### config.mk
export PLATFORM = sky130hd
export DESIGN_NAME = sim_aximm_rd_arbiter
export DESIGN_NICKNAME = d
export VERILOG_FILES = /design/src/rtl/sim_aximm_rd_arbiter.sv
export SDC_FILE = /design/constraint.sdc
export NUM_CORES = 1
export LEC_CHECK = 0
export CORE_MARGIN = 8
export CORE_UTILIZATION = 30
export DETAILED_ROUTE_END_ITERATION = 8
export PLACE_DENSITY = 0.76
export SYNTH_ARGS = -nofsm -noshare
export SYNTH_HDL_FRONTEND = slang
export SYNTH_SLANG_ARGS = --single-unit
### constraint.sdc
create_clock -name m00_axi_aclk -period 2.65 [get_ports m00_axi_aclk]
set_clock_uncertainty 0.15 [all_clocks]
set_input_delay 0.795 -clock m00_axi_aclk [delete_from_list [all_inputs] [get_ports m00_axi_aclk]]
set_output_delay 0.795 -clock m00_axi_aclk [all_outputs]
set_load 0.01 [all_outputs]
### src/rtl/sim_aximm_rd_arbiter.sv
// Two-requester AXI4 read arbiter: round-robin grant, one burst in flight,
// R beats routed combinationally to the granted requester with beat/RID error flagging.
module sim_aximm_rd_arbiter #(
    parameter int C_M00_AXI_ADDR_WIDTH = 32,
    parameter int C_M00_AXI_DATA_WIDTH = 32,
    parameter int C_M00_AXI_ID_WIDTH   = 1
) (
    input  logic                            m00_axi_aclk,
    input  logic                            m00_axi_areset,

    input  logic                            req0_valid,
    input  logic [C_M00_AXI_ADDR_WIDTH-1:0] req0_addr,
    input  logic [7:0]                      req0_len,
    output logic                            req0_ack,
    output logic [C_M00_AXI_DATA_WIDTH-1:0] req0_rdata,
    output logic [1:0]                      req0_rresp,
    output logic                            req0_rvalid,
    output logic                            req0_rlast,

    input  logic                            req1_valid,
    input  logic [C_M00_AXI_ADDR_WIDTH-1:0] req1_addr,
    input  logic [7:0]                      req1_len,
    output logic                            req1_ack,
    output logic [C_M00_AXI_DATA_WIDTH-1:0] req1_rdata,
    output logic [1:0]                      req1_rresp,
    output logic                            req1_rvalid,
    output logic                            req1_rlast,

    output logic [C_M00_AXI_ID_WIDTH-1:0]   m00_axi_arid,
    output logic [C_M00_AXI_ADDR_WIDTH-1:0] m00_axi_araddr,
    output logic [7:0]                      m00_axi_arlen,
    output logic [2:0]                      m00_axi_arsize,
    output logic [1:0]                      m00_axi_arburst,
    output logic                            m00_axi_arlock,
    output logic [3:0]                      m00_axi_arcache,
    output logic [2:0]                      m00_axi_arprot,
    output logic [3:0]                      m00_axi_arqos,
    output logic                            m00_axi_arvalid,
    input  logic                            m00_axi_arready,

    input  logic [C_M00_AXI_ID_WIDTH-1:0]   m00_axi_rid,
    input  logic [C_M00_AXI_DATA_WIDTH-1:0] m00_axi_rdata,
    input  logic [1:0]                      m00_axi_rresp,
    input  logic                            m00_axi_rlast,
    input  logic                            m00_axi_rvalid,
    output logic                            m00_axi_rready,

    output logic                            err
);

    localparam logic [2:0] AR_SIZE = 3'($clog2(C_M00_AXI_DATA_WIDTH / 8));

    typedef enum logic [1:0] {
        ST_IDLE = 2'd0,
        ST_ADDR = 2'd1,
        ST_DATA = 2'd2
    } state_t;

    state_t                          state_q, state_d;
    logic                            grant_q, grant_d;
    logic                            last_grant_q, last_grant_d;
    logic [C_M00_AXI_ADDR_WIDTH-1:0] addr_q, addr_d;
    logic [7:0]                      len_q, len_d;
    logic [7:0]                      beat_cnt_q, beat_cnt_d;

    logic [1:0]                      req_valid;
    logic [1:0]                      ack_vec;
    logic                            win;
    logic                            err_raw;
    logic [C_M00_AXI_ID_WIDTH-1:0]   grant_id;
    logic                            in_addr;
    logic                            in_data;
    logic                            beat_fire;
    logic [1:0]                      ack_o;
    logic [1:0]                      rvalid_o;
    logic [1:0]                      rlast_o;

    assign req_valid = {req1_valid, req0_valid};

    always_comb begin
        grant_id    = '0;
        grant_id[0] = grant_q;
    end

    // Every handshake-facing output is forced low while reset is held,
    // even though the state register only clears at the edge.
    assign in_addr   = (state_q == ST_ADDR) && !m00_axi_areset;
    assign in_data   = (state_q == ST_DATA) && !m00_axi_areset;
    assign beat_fire = in_data && m00_axi_rvalid;

    always_comb begin
        state_d      = state_q;
        grant_d      = grant_q;
        last_grant_d = last_grant_q;
        addr_d       = addr_q;
        len_d        = len_q;
        beat_cnt_d   = beat_cnt_q;
        ack_vec      = 2'b00;
        win          = 1'b0;
        err_raw      = 1'b0;
        case (state_q)
            ST_IDLE: begin
                if (|req_valid) begin
                    win          = (&req_valid) ? ~last_grant_q : req_valid[1];
                    grant_d      = win;
                    addr_d       = win ? req1_addr : req0_addr;
                    len_d        = win ? req1_len : req0_len;
                    ack_vec[win] = 1'b1;
                    state_d      = ST_ADDR;
                end
            end
            ST_ADDR: begin
                if (m00_axi_arready) begin
                    beat_cnt_d = 8'd0;
                    state_d    = ST_DATA;
                end
            end
            ST_DATA: begin
                if (m00_axi_rvalid) begin
                    beat_cnt_d = beat_cnt_q + 8'd1;
                    // beat_cnt_q is the index of the current beat; the final one is index len
                    if (m00_axi_rlast && (beat_cnt_q != len_q)) begin
                        err_raw = 1'b1;
                    end
                    if (!m00_axi_rlast && (beat_cnt_q == len_q)) begin
                        err_raw = 1'b1;
                    end
                    if (m00_axi_rid != grant_id) begin
                        err_raw = 1'b1;
                    end
                    if (m00_axi_rlast) begin
                        last_grant_d = grant_q;
                        state_d      = ST_IDLE;
                    end
                end
            end
            default: state_d = ST_IDLE;
        endcase
    end

    always_ff @(posedge m00_axi_aclk) begin
        if (m00_axi_areset) begin
            state_q      <= ST_IDLE;
            grant_q      <= 1'b0;
            last_grant_q <= 1'b1;
            addr_q       <= '0;
            len_q        <= 8'd0;
            beat_cnt_q   <= 8'd0;
        end else begin
            state_q      <= state_d;
            grant_q      <= grant_d;
            last_grant_q <= last_grant_d;
            addr_q       <= addr_d;
            len_q        <= len_d;
            beat_cnt_q   <= beat_cnt_d;
        end
    end

    for (genvar gi = 0; gi < 2; gi++) begin : g_req
        assign ack_o[gi]    = ack_vec[gi] && !m00_axi_areset;
        assign rvalid_o[gi] = beat_fire && (grant_q == 1'(gi));
        assign rlast_o[gi]  = beat_fire && m00_axi_rlast && (grant_q == 1'(gi));
    end

    assign req0_ack    = ack_o[0];
    assign req1_ack    = ack_o[1];
    assign req0_rvalid = rvalid_o[0];
    assign req1_rvalid = rvalid_o[1];
    assign req0_rlast  = rlast_o[0];
    assign req1_rlast  = rlast_o[1];
    assign req0_rdata  = m00_axi_rdata;
    assign req1_rdata  = m00_axi_rdata;
    assign req0_rresp  = m00_axi_rresp;
    assign req1_rresp  = m00_axi_rresp;

    assign m00_axi_arvalid = in_addr;
    assign m00_axi_arid    = grant_id;
    assign m00_axi_araddr  = addr_q;
    assign m00_axi_arlen   = len_q;
    assign m00_axi_arsize  = AR_SIZE;
    assign m00_axi_arburst = 2'b01;
    assign m00_axi_arlock  = 1'b0;
    assign m00_axi_arcache = 4'b0011;
    assign m00_axi_arprot  = 3'b000;
    assign m00_axi_arqos   = 4'b0000;
    assign m00_axi_rready  = in_data;

    assign err = beat_fire && err_raw;

endmodule

==> run metrics <==
largest net degree at the start of global routing 43; PwrDens approximately 470 mW/mm^2; die width 116 um; RSZ-0062 raised after global routing yes; required time worst endpoint approximately 1.7 ns; synthesized area per cell approximately 8.5 um^2; reg-to-reg slack, setup between 0.8 and 0.9 ns; hold buffer count at cts 0; Worst Setup SP m00_axi_rlast; Iter 0 DRT Violations between 100 and 150; Chip Height between 100 and 150 um; Reg-to-Reg End m00_axi_araddr[9]; HP Class reg -> reg; Layout area overhead 42.3%; n_diodes 0; non-filler cells, final 584; IO Pins around 260; first-pass GRT wire length approximately 14000 um; Seq cells post-synth 52; Starting Density 30.9%; CP Class in -> out; Seq/Total Area, Yosys roughly 34%; htree depth 2; Overflow after GRT 0; num rows 36; Mapped Cells 356; count of input and output buffers approximately 140; clock sink total between 50 and 60; Final Slew Violations 0; crit share post-route 98.6%; Gate power share 31.9%; Avg WL per Cell ~16 um; cell-internal power about 1.4 mW; Placer Congestion approximately 0.85; Final min period about 2.6 ns; Synth Flop Type dfxtp_1; Pleak around 1.7 nW; Syn Std Cell Area 0.00302 mm^2; Reg clk slew, reported paths 0.10 ns; Root Buffer clkbuf_8; status complete, no violations; DRC 0; antenna violations before repair 0; fraction of registers with async set/reset 0%; clk_lat worst skew between 0.3 and 0.4 ns; crit path capture type output port; post-DP HPWL around 7400 um; CTS Buffer Depth 2; Placed Cells approximately 580; Switch Pwr 590 uW; Detailed Routing Iterations Pass 1 5; share of layout cells above drive strength 1 ~16%; via count ~2700; CTS tree built; Routed WL between 9000 and 10000 um; Peak VDD IR 0.230 mV; vias in the first global route just under 3000; EDFF count, synth 0; max-cap viol count 0; switching portion of total power 29.5%; Total GRT Usage between 10% and 20%; final total power between 2 and 2.5 mW; Core Area approximately 0.01 mm^2; vias per cell between 4 and 5; synth unique cells 43; Worst Setup EP err; Ys Warns 0; post-route ant nets 0; fin nets roughly 570; Startpoint Class primary input; power share of the clock group 23.1%; final hold violations 0; reg2reg path depth 6; fmax about 0.38 GHz; Sequential Power Share about 45%; Final setup viols 0; crit path DAT about 1.7 ns; die footprint ~0.014 mm^2; TritonCTS Buffers 5; Crit Path Max Fanout 2; FF-to-FF Start state_q[0]
## kinds of logic (layout without fill, tap and decap cells)
group                      after synthesis  after routing  share of synthesized area (%)
DFF                                     52             52                           34.5
other                                    2             17                          0.249
adders and majority gates                1              1                          0.414
muxes                                    2              2                          0.663
xor gates and xnor gates                14             14                           4.06
and+or+nand+nor                        123            123                           19.3
AOI/OAI and AO/OA                       57             57                           16.3
buffers and inverters                  105            185                           24.5
## worst max-delay path, cell delays in order
cell and delay (ns):
dlygate4sd2_1 0.24, or3_1 0.36, a31oi_1 0.12, buf_2 0.15
## cell usage in the layout (no fill, tap or decap), types with 2 or more instances in the layout
cell	Yosys	routed
and3_4	1	2
and2_1	14	13
dlygate4sd2_1	0	6
and3b_1	2	2
a21oi_1	4	4
or3_1	2	2
nor2_1	41	40
mux2i_1	2	2
o21ai_0	3	3
nand4_1	2	2
a221o_1	12	12
nand2b_1	2	2
a222oi_1	7	7
xnor2_1	9	8
conb_1	2	17
clkbuf_8	0	5
buf_12	0	2
o211ai_1	2	2
a311oi_1	21	21
buf_2	7	4
clkdlybuf4s50_1	0	123
o2111ai_1	2	2
dfxtp_1	52	51
nand2_1	46	45
clkinv_2	0	2
buf_4	86	38
buf_6	2	3
xor2_1	5	5
## power by group through the flow
| stage | combinational [mW] | clock (mW) | sequential [mW] |
|---|---|---|---|
| floorplan | 0.346 | 0 | 0.948 |
| global placement | 0.635 | 0 | 0.915 |
| detailed placement | 0.646 | 0 | 0.919 |
| CTS | 0.646 | 0.480 | 0.902 |
| global route | 0.694 | 0.518 | 0.913 |
| finish | 0.638 | 0.463 | 0.903 |
## stage by stage
stage | hold slack [ns] | cell area [um^2] | TNS, ns | util (%) | worst slack (ns)
finish | 0.347 | 4300 | 0 | 44.0 | 0.0379
global route | 0.375 | 4300 | -0.00807 | 44.0 | -0.00807
CTS | 0.352 | 4280 | 0 | 43.8 | 0.0148
detailed placement | 0.326 | 4200 | -3.97 | 43.0 | -0.612
global placement | 0.320 | 4200 | -3.65 | 43.0 | -0.615
floorplan | 0.320 | 3090 | 0 | - | 0.0240
## cells in the mapped netlist (2+ instances only)
cell type  instances  area (um^2)
or3_1              2         12.5
nor3b_1            2         15.0
buf_6              2         22.5
nand2_1           46          173
and3b_1            2         17.5
buf_2              7         35.0
o2111ai_1          2         17.5
a311oi_1          21          184
buf_1              3         11.3
mux2i_1            2         20.0
o21ai_0            3         15.0
and2_1            14         87.6
a221o_1           12          120
o211ai_1           2         15.0
xnor2_1            9         78.8
a222oi_1           7         70.1
nand4_1            2         12.5
nor2_1            41          154
xor2_1             5         43.8
nand2b_1           2         12.5
clkbuf_1           7         26.3
dfxtp_1           52         1040
buf_4             86          646
conb_1             2         7.51
and3_1             2         12.5
a21oi_1            4         20.0
## sequential cells by signal, summed over array words and instances (netlist names)
register,cells
m00_axi_arlen,8
m00_axi_arid,1
state_q,2
last_grant_q,1
m00_axi_araddr,32
beat_cnt_q,8
## how the worst min path moves through the flow
stage / from / to / slack [ns] / cells past startpoint
floorplan: beat_cnt_q[7] / beat_cnt_q[7] / 0.32 / 2
global placement: m00_axi_araddr[5] / m00_axi_araddr[5] / 0.32 / 1
detailed placement: m00_axi_araddr[5] / m00_axi_araddr[5] / 0.33 / 1
CTS: m00_axi_araddr[5] / m00_axi_araddr[5] / 0.35 / 1
global route: beat_cnt_q[1] / beat_cnt_q[1] / 0.37 / 2
finish: m00_axi_araddr[11] / m00_axi_araddr[11] / 0.35 / 1
## routing by layer
| layer | vias to the layer above | GRT usage, % | routed length [um] |
|---|---|---|---|
| li1 | 1309 | - | - |
| met1 | 1308 | 14.9 | 3620 |
| met2 | 108 | 23.6 | 4880 |
| met3 | 13 | 3.88 | 734 |
| met4 | 0 | 4.32 | 122 |
| met5 | - | 0 | 0 |
## layout make-up
class,count,area (um^2)
fill,973,5470
sequential,52,1040
clock buffer,5,68.8
multi-input combinational,214,1330
timing repair buffer,177,1670
tap,133,166
clock inverter,3,18.8
## timing repair
item | 4_1_cts | 5_1_grt
endpoints found under the setup margin | 9 | 6
buffers inserted | 1 | 0
pin swaps | 6 | 3
gates resized for setup | 36 | 6
No activity file was read; power rests on OpenSTA's default activity.
